--- config.mk ---
export PLATFORM = sky130hd
export DESIGN_NAME = psg_bus_sequencer_flat
export DESIGN_NICKNAME = d
export VERILOG_FILES = /design/src/rtl/psg_bus_sequencer_pkg.sv /design/src/rtl/psg_bus_sequencer_if.sv /design/src/rtl/psg_bus_sequencer_req_fifo.sv /design/src/rtl/psg_bus_sequencer.sv /design/src/flat_wrapper.sv
export SDC_FILE = /design/constraint.sdc
export NUM_CORES = 1
export LEC_CHECK = 0
export ABC_AREA = 1
export CAP_MARGIN = 20
export CORE_ASPECT_RATIO = 0.8
export CORE_MARGIN = 2
export CORE_UTILIZATION = 45
export CTS_BUF_LIST = sky130_fd_sc_hd__clkbuf_4 sky130_fd_sc_hd__clkbuf_8
export CTS_CLUSTER_DIAMETER = 50
export DETAILED_ROUTE_END_ITERATION = 6
export GPL_TIMING_DRIVEN = 1
export PLACE_DENSITY_LB_ADDON = 0.1
export SYNTH_ARGS = -nofsm -noshare
export SYNTH_HDL_FRONTEND = slang
export SYNTH_SLANG_ARGS = --single-unit
--- constraint.sdc ---
create_clock -name clk_logic -period 4 [get_ports clk_logic]
set_input_delay 0.8 -clock clk_logic [delete_from_list [all_inputs] [get_ports clk_logic]]
set_output_delay 0.8 -clock clk_logic [all_outputs]
set_load 0.03 [all_outputs]
--- src/rtl/psg_bus_sequencer_pkg.sv ---
// Shared types for the PSG bus sequencer: request record, FSM states and
// the BDIR/BC phase codes driven onto the AY-3-8913/YM2149 bus.
package psg_bus_pkg;

  typedef struct packed {
    logic       rd;
    logic [3:0] regnum;
    logic [7:0] data;
  } psg_req_t;

  typedef enum logic [2:0] {
    RST_HOLD,
    IDLE,
    LATCH,
    INACT1,
    WRITE,
    READ,
    INACT2
  } psg_state_t;

  // {BDIR, BC}
  localparam logic [1:0] CODE_INACT = 2'b00;
  localparam logic [1:0] CODE_READ  = 2'b01;
  localparam logic [1:0] CODE_WRITE = 2'b10;
  localparam logic [1:0] CODE_LATCH = 2'b11;

  function automatic logic [1:0] bus_code(psg_state_t s);
    case (s)
      LATCH:   return CODE_LATCH;
      WRITE:   return CODE_WRITE;
      READ:    return CODE_READ;
      default: return CODE_INACT;
    endcase
  endfunction

endpackage

--- src/rtl/psg_bus_sequencer_if.sv ---
// Request/response channel between a sound source and the PSG bus sequencer.
interface psg_bus_sequencer_if;
  logic       req_valid_i;
  logic       req_ready_o;
  logic       req_rd_i;
  logic [3:0] req_reg_i;
  logic [7:0] req_data_i;
  logic       rsp_valid_o;
  logic [7:0] rsp_data_o;

  modport master (
    output req_valid_i, req_rd_i, req_reg_i, req_data_i,
    input  req_ready_o, rsp_valid_o, rsp_data_o
  );

  modport slave (
    input  req_valid_i, req_rd_i, req_reg_i, req_data_i,
    output req_ready_o, rsp_valid_o, rsp_data_o
  );
endinterface

--- src/rtl/psg_bus_sequencer_req_fifo.sv ---
// Synchronous request FIFO; ready is derived from the registered count only,
// so a pop in a full cycle frees space starting the following cycle.
module psg_req_fifo
  import psg_bus_pkg::*;
#(
  parameter int DEPTH = 4
) (
  input  logic                     clk,
  input  logic                     rst,
  input  logic                     push,
  input  psg_req_t                 wdata,
  input  logic                     pop,
  output psg_req_t                 rdata,
  output logic                     full,
  output logic                     empty,
  output logic [$clog2(DEPTH):0]   count
);
  localparam int AW = $clog2(DEPTH);

  psg_req_t        mem [DEPTH];
  logic [AW-1:0]   wptr;
  logic [AW-1:0]   rptr;
  logic            do_push;
  logic            do_pop;

  assign full    = (count == (AW+1)'(DEPTH));
  assign empty   = (count == '0);
  assign do_push = push && !full;
  assign do_pop  = pop && !empty;
  assign rdata   = mem[rptr];

  always_ff @(posedge clk) begin
    if (rst) begin
      wptr  <= '0;
      rptr  <= '0;
      count <= '0;
    end else begin
      if (do_push) wptr <= wptr + 1'b1;
      if (do_pop)  rptr <= rptr + 1'b1;
      case ({do_push, do_pop})
        2'b10:   count <= count + 1'b1;
        2'b01:   count <= count - 1'b1;
        default: ;
      endcase
    end
  end

  always_ff @(posedge clk) begin
    if (do_push) mem[wptr] <= wdata;
  end

endmodule

--- src/rtl/psg_bus_sequencer.sv ---
// Drives the YM2149 BDIR/BC/DA bus from queued register requests, one bus
// phase per HOLD_CES chip-clock enables, and sequences the PSG reset line.
module psg_bus_sequencer
  import psg_bus_pkg::*;
#(
  parameter int FIFO_DEPTH = 4,
  parameter int HOLD_CES   = 1,
  parameter int RESET_CES  = 8
) (
  input  logic                clk_logic,
  input  logic                reset,
  input  logic                ce_i,
  psg_bus_sequencer_if.slave  req,
  input  logic                psg_reset_req_i,
  output logic                psg_reset_n_o,
  output logic                psg_bdir_o,
  output logic                psg_bc_o,
  output logic [7:0]          psg_da_o,
  input  logic [7:0]          psg_di_i,
  output logic                busy_o
);
  localparam int CNT_MAX = (RESET_CES > HOLD_CES) ? RESET_CES : HOLD_CES;
  localparam int CW      = ($clog2(CNT_MAX) > 0) ? $clog2(CNT_MAX) : 1;
  localparam int QW      = $clog2(FIFO_DEPTH) + 1;

  psg_state_t     state;
  psg_state_t     state_nxt;
  logic [CW-1:0]  cnt;
  logic [CW-1:0]  limit;
  logic           advance;
  logic           pending;
  logic           clr_pending;
  logic           pop;
  logic           cur_rd;
  logic [7:0]     cur_data;
  psg_req_t       head;
  psg_req_t       push_req;
  logic           fifo_full;
  logic           fifo_empty;
  logic [QW-1:0]  fifo_count;

  assign push_req = '{rd: req.req_rd_i, regnum: req.req_reg_i, data: req.req_data_i};

  psg_req_fifo #(.DEPTH(FIFO_DEPTH)) u_fifo (
    .clk   (clk_logic),
    .rst   (reset),
    .push  (req.req_valid_i),
    .wdata (push_req),
    .pop   (pop),
    .rdata (head),
    .full  (fifo_full),
    .empty (fifo_empty),
    .count (fifo_count)
  );

  assign req.req_ready_o = !fifo_full;
  assign busy_o          = (state != IDLE) || (fifo_count != '0) || pending;

  // The reset hold uses the same phase counter with a longer terminal count.
  assign limit   = (state == RST_HOLD) ? CW'(RESET_CES - 1) : CW'(HOLD_CES - 1);
  assign advance = ce_i && (cnt == limit);

  always_comb begin
    state_nxt   = state;
    pop         = 1'b0;
    clr_pending = 1'b0;
    case (state)
      RST_HOLD: if (advance) state_nxt = IDLE;
      IDLE: begin
        if (pending) begin
          state_nxt   = RST_HOLD;
          clr_pending = 1'b1;
        end else if (!fifo_empty) begin
          pop       = 1'b1;
          state_nxt = LATCH;
        end
      end
      LATCH:   if (advance) state_nxt = INACT1;
      INACT1:  if (advance) state_nxt = cur_rd ? READ : WRITE;
      WRITE:   if (advance) state_nxt = INACT2;
      READ:    if (advance) state_nxt = INACT2;
      INACT2:  if (advance) state_nxt = IDLE;
      default: state_nxt = RST_HOLD;
    endcase
  end

  always_ff @(posedge clk_logic) begin
    if (reset) begin
      state           <= RST_HOLD;
      cnt             <= '0;
      pending         <= 1'b0;
      psg_reset_n_o   <= 1'b0;
      psg_bdir_o      <= 1'b0;
      psg_bc_o        <= 1'b0;
      psg_da_o        <= '0;
      req.rsp_valid_o <= 1'b0;
      req.rsp_data_o  <= '0;
    end else begin
      state <= state_nxt;
      if (state != IDLE && ce_i) cnt <= advance ? '0 : cnt + 1'b1;
      // A request arriving while the flag is being consumed re-arms it.
      if (psg_reset_req_i)  pending <= 1'b1;
      else if (clr_pending) pending <= 1'b0;
      psg_reset_n_o            <= (state_nxt != RST_HOLD);
      {psg_bdir_o, psg_bc_o}   <= bus_code(state_nxt);
      if (pop)                             psg_da_o <= {4'h0, head.regnum};
      else if (state == INACT1 && advance) psg_da_o <= cur_rd ? 8'h00 : cur_data;
      req.rsp_valid_o <= (state == READ) && advance;
      if (state == READ && advance) req.rsp_data_o <= psg_di_i;
    end
  end

  always_ff @(posedge clk_logic) begin
    if (pop) begin
      cur_rd   <= head.rd;
      cur_data <= head.data;
    end
  end

endmodule

--- src/flat_wrapper.sv ---
// flat-port wrapper written by rule: the top's interface ports become plain ports
module psg_bus_sequencer_flat import psg_bus_pkg::*;
#(
  parameter int FIFO_DEPTH = 4,
  parameter int HOLD_CES   = 1,
  parameter int RESET_CES  = 8
)
  (clk_logic, reset, ce_i, psg_reset_req_i, psg_reset_n_o, psg_bdir_o, psg_bc_o, psg_da_o, psg_di_i, busy_o, req_req_valid_i, req_req_rd_i, req_req_reg_i, req_req_data_i, req_req_ready_o, req_rsp_valid_o, req_rsp_data_o);
  psg_bus_sequencer_if req_i ();
  input  logic clk_logic;
  input  logic reset;
  input  logic ce_i;
  input  logic psg_reset_req_i;
  output logic psg_reset_n_o;
  output logic psg_bdir_o;
  output logic psg_bc_o;
  output logic [7:0] psg_da_o;
  input  logic [7:0] psg_di_i;
  output logic busy_o;
  input wire logic [$bits(req_i.req_valid_i)-1:0] req_req_valid_i;
  input wire logic [$bits(req_i.req_rd_i)-1:0] req_req_rd_i;
  input wire logic [$bits(req_i.req_reg_i)-1:0] req_req_reg_i;
  input wire logic [$bits(req_i.req_data_i)-1:0] req_req_data_i;
  output wire logic [$bits(req_i.req_ready_o)-1:0] req_req_ready_o;
  output wire logic [$bits(req_i.rsp_valid_o)-1:0] req_rsp_valid_o;
  output wire logic [$bits(req_i.rsp_data_o)-1:0] req_rsp_data_o;
  assign req_i.req_valid_i = req_req_valid_i;
  assign req_i.req_rd_i = req_req_rd_i;
  assign req_i.req_reg_i = req_req_reg_i;
  assign req_i.req_data_i = req_req_data_i;
  assign req_req_ready_o = req_i.req_ready_o;
  assign req_rsp_valid_o = req_i.rsp_valid_o;
  assign req_rsp_data_o = req_i.rsp_data_o;
  psg_bus_sequencer #(.FIFO_DEPTH(FIFO_DEPTH), .HOLD_CES(HOLD_CES), .RESET_CES(RESET_CES)) u_core (.clk_logic(clk_logic), .reset(reset), .ce_i(ce_i), .req(req_i), .psg_reset_req_i(psg_reset_req_i), .psg_reset_n_o(psg_reset_n_o), .psg_bdir_o(psg_bdir_o), .psg_bc_o(psg_bc_o), .psg_da_o(psg_da_o), .psg_di_i(psg_di_i), .busy_o(busy_o));
endmodule
### Word-level counts from Yosys, hierarchy flattened

Memory sizes are Yosys's and may differ from the RTL's. A register that Yosys moved wholly into a read port is not among the register bits.
Index checks and enable logic that the tools add are counted.

| storage, ports and cells | value |
|---|---|
| output and inout port bits | 22 |
| ROM bits | 0 |
| register bits after elaboration | 43 |
| memories | 1 |
| latch bits | 0 |
| bits in writable memories | 52 |

Memories:

| name | words | bits a word | read ports | clocked after memory_dff | write ports | RTL line | text |
|---|---|---|---|---|---|---|---|
| u_core.u_fifo.mem | 4 | 13 | 1 | 1 | 1 | psg_bus_sequencer_req_fifo.sv:20 | `psg_req_t mem [DEPTH];` |

| cells by class | value |
|---|---|
| reduce and logical (&&, ||, !) cells | 20 |
| order comparisons | 0 |
| mux-type cells | 26 |
| equal/unequal tests | 14 |
| shifts and indexed selects | 0 |
| bitwise operators | 0 |
| div/mod/pow operators | 0 |
| add/sub/neg operators | 5 |
| $mul | 0 |

Operators with widths:

| operator | count |
|---|---|
| $mux 3 | 8 |
| $eq 3x3->1 const B | 6 |
| $pmux 3 s5 | 1 |
| $mux 1 | 10 |
| $eq 3x2->1 const B | 3 |
| $mux 4 | 2 |
| $mux 8 | 1 |
| $add 3x1->3 const B | 2 |
| $logic_and 1x1->1 | 6 |
| $logic_not 3->1 | 2 |
| $pmux 2 s3 | 1 |
| $pmux 3 s2 | 1 |
| $reduce_bool 2->1 | 3 |
| $reduce_bool 3->1 | 2 |
| $reduce_or 2->1 | 3 |
| $add 2x1->2 const B | 2 |
| $mux 2 | 2 |
| $eq 3x1->1 const B | 1 |
| $eq 3x3->1 | 1 |
| $ne 3x1->1 const B | 1 |
| $sub 3x1->3 const B | 1 |
| $eq 2x1->1 const B | 1 |
| $eq 2x2->1 const B | 1 |
| $logic_not 1->1 | 2 |
| $logic_or 1x1->1 | 2 |

### Longest topological paths before layout

| logic depth | value |
|---|---|
| word-level depth | 8 |
| depth in mapped cells | 12 |
| depth with buffers taken out | 12 |

### Cells and area by module

Synthesis repeated with hierarchy kept, for this count alone.

| unflattened totals | value |
|---|---|
| cell total of the unflattened synthesis | 376 |
| area, all modules | 4058.9 sq um |

By module, submodules not included:

| module | instances | cells each | sequential area each (sq um) | area an instance (sq um) |
|---|---|---|---|---|
| psg_req_fifo | 1 | 196 | 1741.7 | 2518.7 |
| psg_bus_sequencer | 1 | 180 | 810.8 | 1540.2 |

### Worst setup path after synthesis

No wires, ideal clock.

| path | value |
|---|---|
| kind | flip-flop to flip-flop |
| start | register u_core.u_fifo.count[0] |
| end | register u_core.u_fifo.count[2] |
| path slack | 1.862 ns |
| library setup time | 0.122 ns |
| arrival | 2.016 ns |
| clock period less this slack | 2.138 ns |
| stages on the path, launching flop included | 11 |
| path through | dfxtp_1 -> inv_1 -> nand3_1 -> nand2_1 -> ha_1 -> inv_1 -> fa_1 -> a21oi_1 -> o21ai_0 -> o21ai_0 -> a21oi_1 |

| between the ends | value |
|---|---|
| elaborated cells between the ends (all ways) | 15 |
| classes of those cells | 2 x add/sub; 3 x eq/ne; 4 x mux; 6 x reduce/logical |

RTL lines:

| item | RTL line | text |
|---|---|---|
| start, declared | psg_bus_sequencer_req_fifo.sv:16 | `output logic [$clog2(DEPTH):0] count` |
| start signal, assigned | psg_bus_sequencer_req_fifo.sv:41 | `2'b10: count <= count + 1'b1;` |
| start signal, assigned | psg_bus_sequencer_req_fifo.sv:42 | `2'b01: count <= count - 1'b1;` |
| $eq 3x3->1 * | psg_bus_sequencer_req_fifo.sv:26 | `assign full = (count == (AW+1)'(DEPTH));` |
| $logic_not 1->1 * | n/a |  |
| net req_req_ready_o | flat_wrapper.sv:24 | `output wire logic [$bits(req_i.req_ready_o)-1:0] req_req_ready_o;` |
| $logic_and 1x1->1 * | psg_bus_sequencer_req_fifo.sv:28 | `assign do_push = push && !full;` |
| $eq 2x1->1 or $eq 2x2->1 (tied branches) | psg_bus_sequencer_req_fifo.sv:40 | `case ({do_push, do_pop})` |
| $pmux 3 s2 or $reduce_bool 2->1 (tied branches) | n/a |  |

The timed path passes the listed nets; every way through them passes the cells marked *.
A chain may end at the register's enable or synchronous reset.

### Worst setup path in the final report

| path | value |
|---|---|
| start | register u_core.state[0] |
| end | output busy_o |

| between the ends | value |
|---|---|
| longest elaborated chain between the ends | 3 |

RTL lines:

| item | RTL line | text |
|---|---|---|
| start, declared | psg_bus_sequencer.sv:26 | `psg_state_t state;` |
| start signal, assigned | psg_bus_sequencer.sv:99 | `state <= state_nxt;` |
| $ne 3x1->1 | psg_bus_sequencer.sv:57 | `assign busy_o = (state != IDLE) \|\| (fifo_count != '0) \|\| pending;` |
| $logic_or 1x1->1 (2 in a row) | psg_bus_sequencer.sv:57 |  |
| end, declared | flat_wrapper.sv:19 | `output logic busy_o;` |

No other way between the ends.

==> results.yml <==
synth:
  yosysUniqueCellTypes: 33
  ys_ff_latch: 97
  yosysTopAreaCell: "edfxtp_1"
  syn_inst: 358
  ys_seq_area_frac: 0.6462
  yosys-top-cells-area: "edfxtp_1 46%, dfxtp_1 18%, o21ai_0 5.2%, nor2_1 4.3%, a21oi_1 3.2%"
  synth_ff_type: "edfxtp_1"
  syn_nets: 391
  synth_edf_count: 61
  synth_top_cell_area_share: 0.4637
  syn_avg_cell_area_um2: 11.03
  yosysWarningCount: 0
  synthArstFlopShare: 0
  ys_top_cells_by_count: "61 x edfxtp_1, 45 x nor2_1, 41 x o21ai_0"
  synth.most_common_cell: "edfxtp_1"
  syn_area_um2: 3950
final_layout:
  area_delta_synth_final_pct: 20.08
  utilization: 0.5567
  final_cells: 526
  drive_gt1_frac: 0.1280
  layout.nets: 442
  num_antenna_cells: 0
outcome:
  status: "finished clean"
clock_tree:
  cts_hold_buffers: 0
  cts_resized: 0
  cts-buffers-inserted: 9
  cts.path.max_buffers: 2
  clkLatencyLatePin_ns: 0.36
  post-cts-setup-buffer-count: 0
  tritoncts: "done"
  cts_root_buffer: "clkbuf_8"
  cts_num_sinks: 97
  clkTransAtPathRegs_ns: 0.10
  htreeDepth: 3
floorplan:
  core-area_um2: 8521
  dieHeight_um: 87.80
  die_area_um2: 9548
  die_w_um: 108.8
  ios: 48
  start_util: 0.4636
  fp-row-count: 30
setup_path:
  rrSetupSlack_ns: 1.77
  cp-end-kind: "primary output"
  start_kind: "register"
  r2r-end: "u_core.u_fifo.count[2]$_SDFFE_PP0P_"
  path_cells: "inv_4, nor3_4, nand3_1, clkdlybuf4s50_1"
  critPathRequiredTime_ns: 3.20
  slowest_stage: "clkdlybuf4s50_1"
  cp.arrival_ns: 2.00
  r2r_cells: 11
  r2r_start: "u_core.state[0]$_SDFF_PP0_"
  path_class: "reg -> out"
  slowest_delay_ns: 0.65
  critPathMaxFanout: 6
global_route:
  first_global_vias: 2315
  antenna_found_initial: 0
  gr-total-overflow: 0
  grt_pass1_wl_um: 11960
  grt.total_usage: 0.1684
  grt_max_degree: 28
pwr:
  ir_worst_vdd_v: 0.0002222
  p_leak_uw: 0.001708
  p_per_area_nw_per_um2: 406.5
min_path:
  holdPathStages: 2
  min_path_type: "reg -> reg"
  hp-start: "u_core.req.rsp_data_o[4]$_SDFFE_PP0P_"
  whs_endpoint: "u_core.req.rsp_data_o[4]$_SDFFE_PP0P_"
sta:
  relSlewSlack: 0.4869
  period_needed_ns: 2.798
  whs_ns: 0.4491
  layout_worst_path_cycle_share: 0.6996
  finClkSkew_ns: 0.01266
  setup_violations: 0
  maxSlewViolCount: 0
  setup_slack_ns: 1.202
  worst_slew_pin_slew_ns: 0.7669
  fmax_mhz: 357.3
  fin_setup_tns_ns: 0
  rsz0062_at_grt: "false"
  hold_viol: 0
route:
  antenna_left: 0
  vias: 2588
  post_drt_wl_per_cell_um: 14.05
  via_per_inst: 4.920
  drc_errors: 0
  first_pass_iters: 4
  drt-total-wl_um: 7389
  drt-initial-drc-count: 213
place:
  dp_hpwl_um: 5121
  place.gp.congestion: 0.7880
  port_buffers: 47
  dp_cells: 510
  place_ws_ns: 1.339
run:
  drv_cap: 0
-- cells in the final DEF, fill, tap and decap left out, drive strengths merged --
master         netlist  final
edfxtp              61     61
nor2                53     53
o21ai               48     48
clkdlybuf4s50        0     47
inv                 36     40
nand2               38     38
dfxtp               36     36
a21oi               27     27
nand3               16     16
o22ai               13     13
clkbuf               8     10
ha                   6      6
buf                  4      5
a211oi               3      3
nor3                 3      3
a31oi                2      2
nand4                2      2
clkinv               1      2
fa                   1      1
bufinv               0      1
-- power by group --
group | total [µW] | internal (µW) | switching [µW]
logic | 158 | 61.8 | 96.5
clock network | 652 | 307 | 346
registers | 1120 | 1100 | 15.8
-- cells by family after synthesis --
family,count (synthesis),share of synthesized area
and+or+nand+nor,112,0.1520
buffers and inverters,49,0.05131
DFF,97,0.6462
AOI/OAI and AO/OA,93,0.1264
adders and majority gates,7,0.02407
-- registers in the layout, summed over array words and instances, names as in the netlist, named ones only --
| name | count |
|---|---|
| u_core.u_fifo.mem | 52 |
| u_core.cur_data | 8 |
| u_core.psg_da_o | 8 |
| u_core.req.rsp_data_o | 8 |
| u_core.cnt | 3 |
| u_core.state | 3 |
| u_core.u_fifo.count | 3 |
| u_core.u_fifo.rptr | 2 |
| u_core.u_fifo.wptr | 2 |
| u_core.cur_rd | 1 |
| u_core.pending | 1 |
| u_core.psg_bc_o | 1 |
| u_core.psg_bdir_o | 1 |
| u_core.psg_reset_n_o | 1 |
| u_core.req.rsp_valid_o | 1 |
-- layout make-up --
type                       instances  area [µm²]
clock buffer                      10       131.4
inverter                          37       143.9
sequential                        97        2552
timing repair buffer              52       508.0
clock inverter                     6       72.57
tap                              112       140.1
multi-input combinational        212        1195
fill                             742        3777
-- worst max-delay path by stage --
stage | startpoint | slack (ns) | to
CTS | u_core.state[0]$_SDFF_PP0_ | 1.16 | busy_o
floorplan | u_core.u_fifo.count[0]$_SDFFE_PP0P_ | 1.86 | u_core.u_fifo.count[2]$_SDFFE_PP0P_
detailed placement | req_req_valid_i | 1.34 | u_core.u_fifo.count[2]$_SDFFE_PP0P_
global route | u_core.state[0]$_SDFF_PP0_ | 1.07 | busy_o
global placement | req_req_valid_i | 1.39 | u_core.u_fifo.count[2]$_SDFFE_PP0P_
finish | u_core.state[0]$_SDFF_PP0_ | 1.20 | busy_o
-- metal layers --
layer	up-vias	wire [µm]	global-route usage
li1	1344	-	-
met1	1192	3740	0.2449
met2	48	3319	0.2438
met3	4	273	0.05208
met4	0	56	0.05012
met5	-	0	0
-- worst max-delay path, delay by kind of cell (launching register included) --
kind	cells	cell delay, ns
buffers and inverters	2	0.75
DFF	1	0.49
and+or+nand+nor	2	0.40
-- per-stage QoR --
step	total power, µW	instance area (µm²)
final	1928	4743
after global placement	1300	4539
after floorplan	1234	3950
after global routing	2013	4743
after detailed placement	1300	4539
after CTS	1953	4743
Power figures use the tool's default switching activity.
